$ cat src/rtl/scc_pkg.sv
// Shared constants and types for the SCC special-register bank.
package scc_pkg;

  localparam int unsigned REG_IDX_W = 3;
  localparam int unsigned NUM_FLAGS = 4;

  localparam logic [REG_IDX_W-1:0] REG_ZR   = 3'd0;
  localparam logic [REG_IDX_W-1:0] REG_R1   = 3'd1;
  localparam logic [REG_IDX_W-1:0] REG_R2   = 3'd2;
  localparam logic [REG_IDX_W-1:0] REG_R3   = 3'd3;
  localparam logic [REG_IDX_W-1:0] REG_SP   = 3'd4;
  localparam logic [REG_IDX_W-1:0] REG_LR   = 3'd5;
  localparam logic [REG_IDX_W-1:0] REG_PC   = 3'd6;
  localparam logic [REG_IDX_W-1:0] REG_CPSR = 3'd7;

  // Bit positions inside a {N,Z,C,V} flags vector.
  localparam int unsigned FLAG_N = 3;
  localparam int unsigned FLAG_Z = 2;
  localparam int unsigned FLAG_C = 1;
  localparam int unsigned FLAG_V = 0;

  typedef logic [NUM_FLAGS-1:0] flags_t;

endpackage

$ cat src/rtl/special_reg_bank_sp_ctrl.sv
// Stack pointer with push/pop, bound checking and a sticky error flag.
module sp_ctrl #(
  parameter int unsigned       DATA_W   = 32,
  parameter logic [DATA_W-1:0] SP_RESET = 32'h0000_FFFF,
  parameter logic [DATA_W-1:0] SP_LIMIT = 32'h0000_F000
) (
  input  logic              clk,
  input  logic              rst,
  input  logic              wr_en,
  input  logic [DATA_W-1:0] wr_data,
  input  logic              push,
  input  logic              pop,
  output logic [DATA_W-1:0] sp,
  output logic              sp_err
);

  // User write wins; lone push/pop moves SP unless it would cross a bound.
  always_ff @(posedge clk) begin
    if (rst) begin
      sp     <= SP_RESET;
      sp_err <= 1'b0;
    end else if (wr_en) begin
      sp     <= wr_data;
      sp_err <= 1'b0;
    end else if (push && !pop) begin
      if (sp == SP_LIMIT) sp_err <= 1'b1;
      else                sp     <= sp - DATA_W'(1);
    end else if (pop && !push) begin
      if (sp == SP_RESET) sp_err <= 1'b1;
      else                sp     <= sp + DATA_W'(1);
    end
  end

endmodule

$ cat src/rtl/special_reg_bank.sv
// SCC special-register bank: ZR, R1-R3, SP, LR, PC, CPSR.
module special_reg_bank
  import scc_pkg::*;
#(
  parameter int unsigned       DATA_W   = 32,
  parameter int unsigned       PC_STEP  = 1,
  parameter logic [DATA_W-1:0] PC_RESET = '0,
  parameter logic [DATA_W-1:0] SP_RESET = 32'h0000_FFFF,
  parameter logic [DATA_W-1:0] SP_LIMIT = 32'h0000_F000
) (
  input  logic              clk,
  input  logic              rst,
  input  logic              usr_wr_en,
  input  logic [2:0]        usr_wr_addr,
  input  logic [DATA_W-1:0] usr_wr_data,
  input  logic [2:0]        usr_rd_addr,
  output logic [DATA_W-1:0] usr_rd_data,
  input  logic              pc_inc,
  input  logic              pc_load,
  input  logic [DATA_W-1:0] pc_load_data,
  input  logic              pc_link,
  input  logic              sp_push,
  input  logic              sp_pop,
  input  logic [3:0]        flags_we,
  input  logic [3:0]        flags_in,
  output logic [DATA_W-1:0] zr_out,
  output logic [DATA_W-1:0] r1_out,
  output logic [DATA_W-1:0] r2_out,
  output logic [DATA_W-1:0] r3_out,
  output logic [DATA_W-1:0] sp_out,
  output logic [DATA_W-1:0] lr_out,
  output logic [DATA_W-1:0] pc_out,
  output logic [DATA_W-1:0] cpsr_out,
  output logic              sp_err
);

  localparam int unsigned FLAG_LSB = DATA_W - NUM_FLAGS;

  logic [DATA_W-1:0] r1_q, r2_q, r3_q, lr_q, pc_q, cpsr_q;
  logic [DATA_W-1:0] r1_n, r2_n, r3_n, lr_n, pc_n, cpsr_n;
  logic [DATA_W-1:0] pc_plus;
  logic              wr_sp;
  flags_t            fl_we, fl_in;

  assign fl_we   = flags_we;
  assign fl_in   = flags_in;
  assign pc_plus = pc_q + DATA_W'(PC_STEP);
  assign wr_sp   = usr_wr_en && (usr_wr_addr == REG_SP);

  sp_ctrl #(
    .DATA_W   (DATA_W),
    .SP_RESET (SP_RESET),
    .SP_LIMIT (SP_LIMIT)
  ) u_sp_ctrl (
    .clk     (clk),
    .rst     (rst),
    .wr_en   (wr_sp),
    .wr_data (usr_wr_data),
    .push    (sp_push),
    .pop     (sp_pop),
    .sp      (sp_out),
    .sp_err  (sp_err)
  );

  // Next-state selection with per-register priority; ALU flags override user CPSR bits.
  always_comb begin
    r1_n   = r1_q;
    r2_n   = r2_q;
    r3_n   = r3_q;
    lr_n   = lr_q;
    pc_n   = pc_q;
    cpsr_n = cpsr_q;

    if (usr_wr_en) begin
      case (usr_wr_addr)
        REG_R1:   r1_n   = usr_wr_data;
        REG_R2:   r2_n   = usr_wr_data;
        REG_R3:   r3_n   = usr_wr_data;
        REG_LR:   lr_n   = usr_wr_data;
        REG_PC:   pc_n   = usr_wr_data;
        REG_CPSR: cpsr_n = usr_wr_data;
        default:  ;
      endcase
    end

    if (pc_load) begin
      pc_n = pc_load_data;
      if (pc_link) lr_n = pc_plus;
    end else if (!(usr_wr_en && usr_wr_addr == REG_PC) && pc_inc) begin
      pc_n = pc_plus;
    end

    for (int i = 0; i < int'(NUM_FLAGS); i++) begin
      if (fl_we[i]) cpsr_n[FLAG_LSB + i] = fl_in[i];
    end
  end

  // Register update with synchronous reset.
  always_ff @(posedge clk) begin
    if (rst) begin
      r1_q   <= '0;
      r2_q   <= '0;
      r3_q   <= '0;
      lr_q   <= '0;
      pc_q   <= PC_RESET;
      cpsr_q <= '0;
    end else begin
      r1_q   <= r1_n;
      r2_q   <= r2_n;
      r3_q   <= r3_n;
      lr_q   <= lr_n;
      pc_q   <= pc_n;
      cpsr_q <= cpsr_n;
    end
  end

  // Combinational user read port; ZR is hard-wired to zero.
  always_comb begin
    usr_rd_data = '0;
    case (usr_rd_addr)
      REG_R1:   usr_rd_data = r1_q;
      REG_R2:   usr_rd_data = r2_q;
      REG_R3:   usr_rd_data = r3_q;
      REG_SP:   usr_rd_data = sp_out;
      REG_LR:   usr_rd_data = lr_q;
      REG_PC:   usr_rd_data = pc_q;
      REG_CPSR: usr_rd_data = cpsr_q;
      default:  usr_rd_data = '0;
    endcase
  end

  assign zr_out   = '0;
  assign r1_out   = r1_q;
  assign r2_out   = r2_q;
  assign r3_out   = r3_q;
  assign lr_out   = lr_q;
  assign pc_out   = pc_q;
  assign cpsr_out = cpsr_q;

endmodule

$ cat config.mk
export PLATFORM = sky130hd
export DESIGN_NAME = special_reg_bank
export DESIGN_NICKNAME = d
export VERILOG_FILES = /design/src/rtl/scc_pkg.sv /design/src/rtl/special_reg_bank_sp_ctrl.sv /design/src/rtl/special_reg_bank.sv
export SDC_FILE = /design/constraint.sdc
export NUM_CORES = 1
export LEC_CHECK = 0
export ABC_AREA = 1
export CELL_PAD_IN_SITES_DETAIL_PLACEMENT = 1
export CELL_PAD_IN_SITES_GLOBAL_PLACEMENT = 2
export CORE_MARGIN = 2
export CORE_UTILIZATION = 26
export CTS_CLUSTER_SIZE = 25
export DETAILED_ROUTE_END_ITERATION = 8
export GPL_ROUTABILITY_DRIVEN = 0
export PLACE_DENSITY = 0.87
export SETUP_SLACK_MARGIN = 0.4
export SYNTH_ARGS = -nofsm -noshare
export SYNTH_HDL_FRONTEND = slang
export SYNTH_SLANG_ARGS = --single-unit
$ cat constraint.sdc
create_clock -name clk -period 3.1 [get_ports clk]
set_input_delay 0.62 -clock clk [delete_from_list [all_inputs] [get_ports clk]]
set_output_delay 0.62 -clock clk [all_outputs]
set_load 0.05 [all_outputs]
==> summary.md <==
| Metric | Value |
|---|---|
| Outcome | complete, no violations |
| Commonest non-fill, non-tap cell in the layout | nand2_1 |
| CTS buffer count | 27 |
| Starting DRT DRC Count | 1264 |
| Period utilization | 0.877 |
| Row cnt | 85 |
| Clk sinks | 225 |
| Remaining global-route overflow | 0 |
| VDD IR max | 0.000288 V |
| Minimum clock period | around 2700 ps |
| DP HPWL | about 60 mm |
| Area grow syn2layout | 44.3% |
| Total power | 10.1 mW |
| Synthesized area | 14000 um^2 |
| Wire per inst | 22.5 um |
| Width of the die | around 240 um |
| Distinct cells, synth | between 40 and 50 |
| Top-area cell type share of the netlist area | 0.321 |
| Vias in the first global route | 17.6k |
| Core Area | 53600 um^2 |
| ANT nets after route | 0 |
| R2R depth | 12 |
| Worst Tran Pin Value | 853 ps |
| First-pass GRT wire length | 111 mm |
| Synth async-reset ratio | 0 |
| Fin area | 20200 um^2 |
| LEAKAGE | between 8 and 9 nW |
| Pwr Density | 500 nW/um^2 |
| H-tree levels | 1 |
| Type of the most critical hold path | flip-flop to flip-flop |
| Worst setup SP type | input pin |
| Critical setup path kind | input pin to output pin |
| Fin Setup TNS | 0 ps |
| Crit-path cells | buf_2 -> buf_6 -> nor3_4 -> inv_2 -> buf_12 -> buf_12 -> o2111ai_1 -> buf_4 |
| Synth area leaders | dfxtp_1 (32%), nand2_1 (14%), nor2_1 (7.6%), o21ai_0 (6.9%), a21oi_1 (6.7%) |
| CP peak stage delay | 300 ps |
| Synth Instances | 2218 |
| Worst-case clock buffer depth | 3 |
| Most frequent cells in the layout | nand2_1 (529), clkdlybuf4s50_1 (301), nor2_1 (277) |
| Layout cell share with drive strength beyond 1 | 0.134 |
| Crit Path Max Fanout | 14 |
| Synthesis warning total | 0 |
| Die H | 236 um |
| Nets | 2679 |
| Avg Cell Area, Syn | around 6.3 um^2 |
| Gr usage total | 0.259 |
| Drt first pass iters | 5 |
| Max transition margin | 0.431 |
| Initial core utilization | 0.262 |
| Port Buffers | 342 |
| RSZ-0062 raised after global routing | true |
| DR vias | 17.0k |
| Final setup viols | 0 |
| Worst hold stages | 2 |
| CP arrival | between 2000 and 2500 ps |
| Top FF cell, synth | dfxtp_1 |
| Yosys reg bits | between 200 and 250 |
| Antenna violations before repair | 4 |
| WP data required | 2480 ps |
| Crit path top cell by count | buf_12 |
| Slowest cell on crit path | o2111ai_1 |
| Boundary pin count | 375 |
| Skew final | approximately 12 ps |
| Hold Fails Final Rpt | 0 |
| CTS Hold Bufs | 0 |
| # fillers | 6724 |
| Finished Core Util | 0.378 |
| CP endpoint kind | output pin |
| Register area share after synthesis | 0.321 |
| DRC errors left | 0 |
| Placed Area | 18900 um^2 |
| Post-synth top area cell | dfxtp_1 |
| Worst-Skew Late Latency | roughly 560 ps |
| Final wirelength | 74.4 mm |
| Post-synth EDFFs | 0 |
| Max_cap viols | 0 |
| Pins Over Slew Limit | 0 |
| CTS tree | yes |
| Fmax | 368 MHz |
| Vias per inst | ~5.2 |
| Root buf cell | clkbuf_16 |
| Clk pin slew, worst setup/hold paths | approximately 60 ps |
| Die area | about 56000 um^2 |
| Largest net degree at the start of global routing | 61 |
[repair_timing]
item	CTS	global route
pin swaps	16	8
gates resized for setup	73	35
setup buffers	0	2
setup endpoints to repair	34	42
gates cloned	2	0
[sequential cells by signal, summed over array words and instances, names as in the netlist]
name / cells
pc_out: 32
r3_out: 32
r2_out: 32
u_sp_ctrl.sp: 32
lr_out: 32
r1_out: 32
cpsr_out: 32
u_sp_ctrl.sp_err: 1
[kinds of logic (layout without fill, tap and decap cells)]
family	after synthesis	after routing	synth area share
and+or+nand+nor	1021	1021	0.305
AOI/OAI and AO/OA	520	520	0.215
buffers and inverters	398	754	0.121
DFF	225	225	0.321
xor gates and xnor gates	48	48	0.0321
adders and majority gates	5	5	0.00446
other	1	35	0.000267
[power breakdown]
part,internal [mW],switching (mW),leakage (nW)
logic,1.12,2.24,6.41
clock network,2.00,1.35,0.447
registers,3.07,0.342,1.84
total,6.20,3.93,8.70
[final timing paths]
check	slack, ps	from	to
worst max-delay path	380	usr_rd_addr[1]	usr_rd_data[28]
worst min-delay path	500	pc_out[31]$_SDFFE_PP0P_	pc_out[31]$_SDFFE_PP0P_
worst max register to register	630	pc_out[2]$_SDFFE_PP0P_	pc_out[20]$_SDFFE_PP0P_
worst min register to register	500	pc_out[31]$_SDFFE_PP0P_	pc_out[31]$_SDFFE_PP0P_
[routing by layer]
layer	vias up	part of all wire	GRT usage
li1	7947	-	-
met1	8299	0.44	0.347
met2	645	0.45	0.412
met3	154	0.067	0.0398
met4	2	0.042	0.109
met5	-	0.00011	0
[final cells by class]
| type | instances | area [um^2] | share of cell area |
|---|---|---|---|
| Inverter | 245 | 927 | 0.0458 |
| Clock buffer | 38 | 787 | 0.0389 |
| Timing Repair Buffer | 463 | 4670 | 0.231 |
| Clock inverter | 8 | 121 | 0.00599 |
| Multi-Input combinational cell | 1626 | 8350 | 0.413 |
| Sequential cell | 225 | 4510 | 0.223 |
| Antenna cell | 3 | 7.51 | 0.000371 |
| Tap cell | 696 | 871 | 0.0430 |
[critical path: cells and delay by family]
| family | cells | cell delay (ps) |
|---|---|---|
| buf+inv | 6 | 940 |
| compound gates | 1 | 300 |
| simple gates | 1 | 220 |
[per-stage QoR]
| step | setup slack, ps | std cells | hold slack (ps) |
|---|---|---|---|
| 2_1_floorplan | 250 | 2249 | 693 |
| 3_3_place_gp | -307 | 3251 | 479 |
| 3_5_place_dp | -270 | 3251 | 491 |
| 4_1_cts | 361 | 3299 | 503 |
| 5_1_grt | 371 | 3304 | 558 |
| 6_report | 383 | 3304 | 500 |
[cell usage after synthesis, drive strengths merged (27+ instances only)]
| cell | number |
|---|---|
| a221oi | 32 |
| nor3 | 27 |
| a21oi | 192 |
| clkbuf | 100 |
| o21ai | 195 |
| nand3 | 93 |
| nand4 | 34 |
| inv | 244 |
| nand2 | 548 |
| nor2 | 308 |
| dfxtp | 225 |
| xor2 | 42 |
| buf | 53 |
Power figures use the tool's default switching activity.
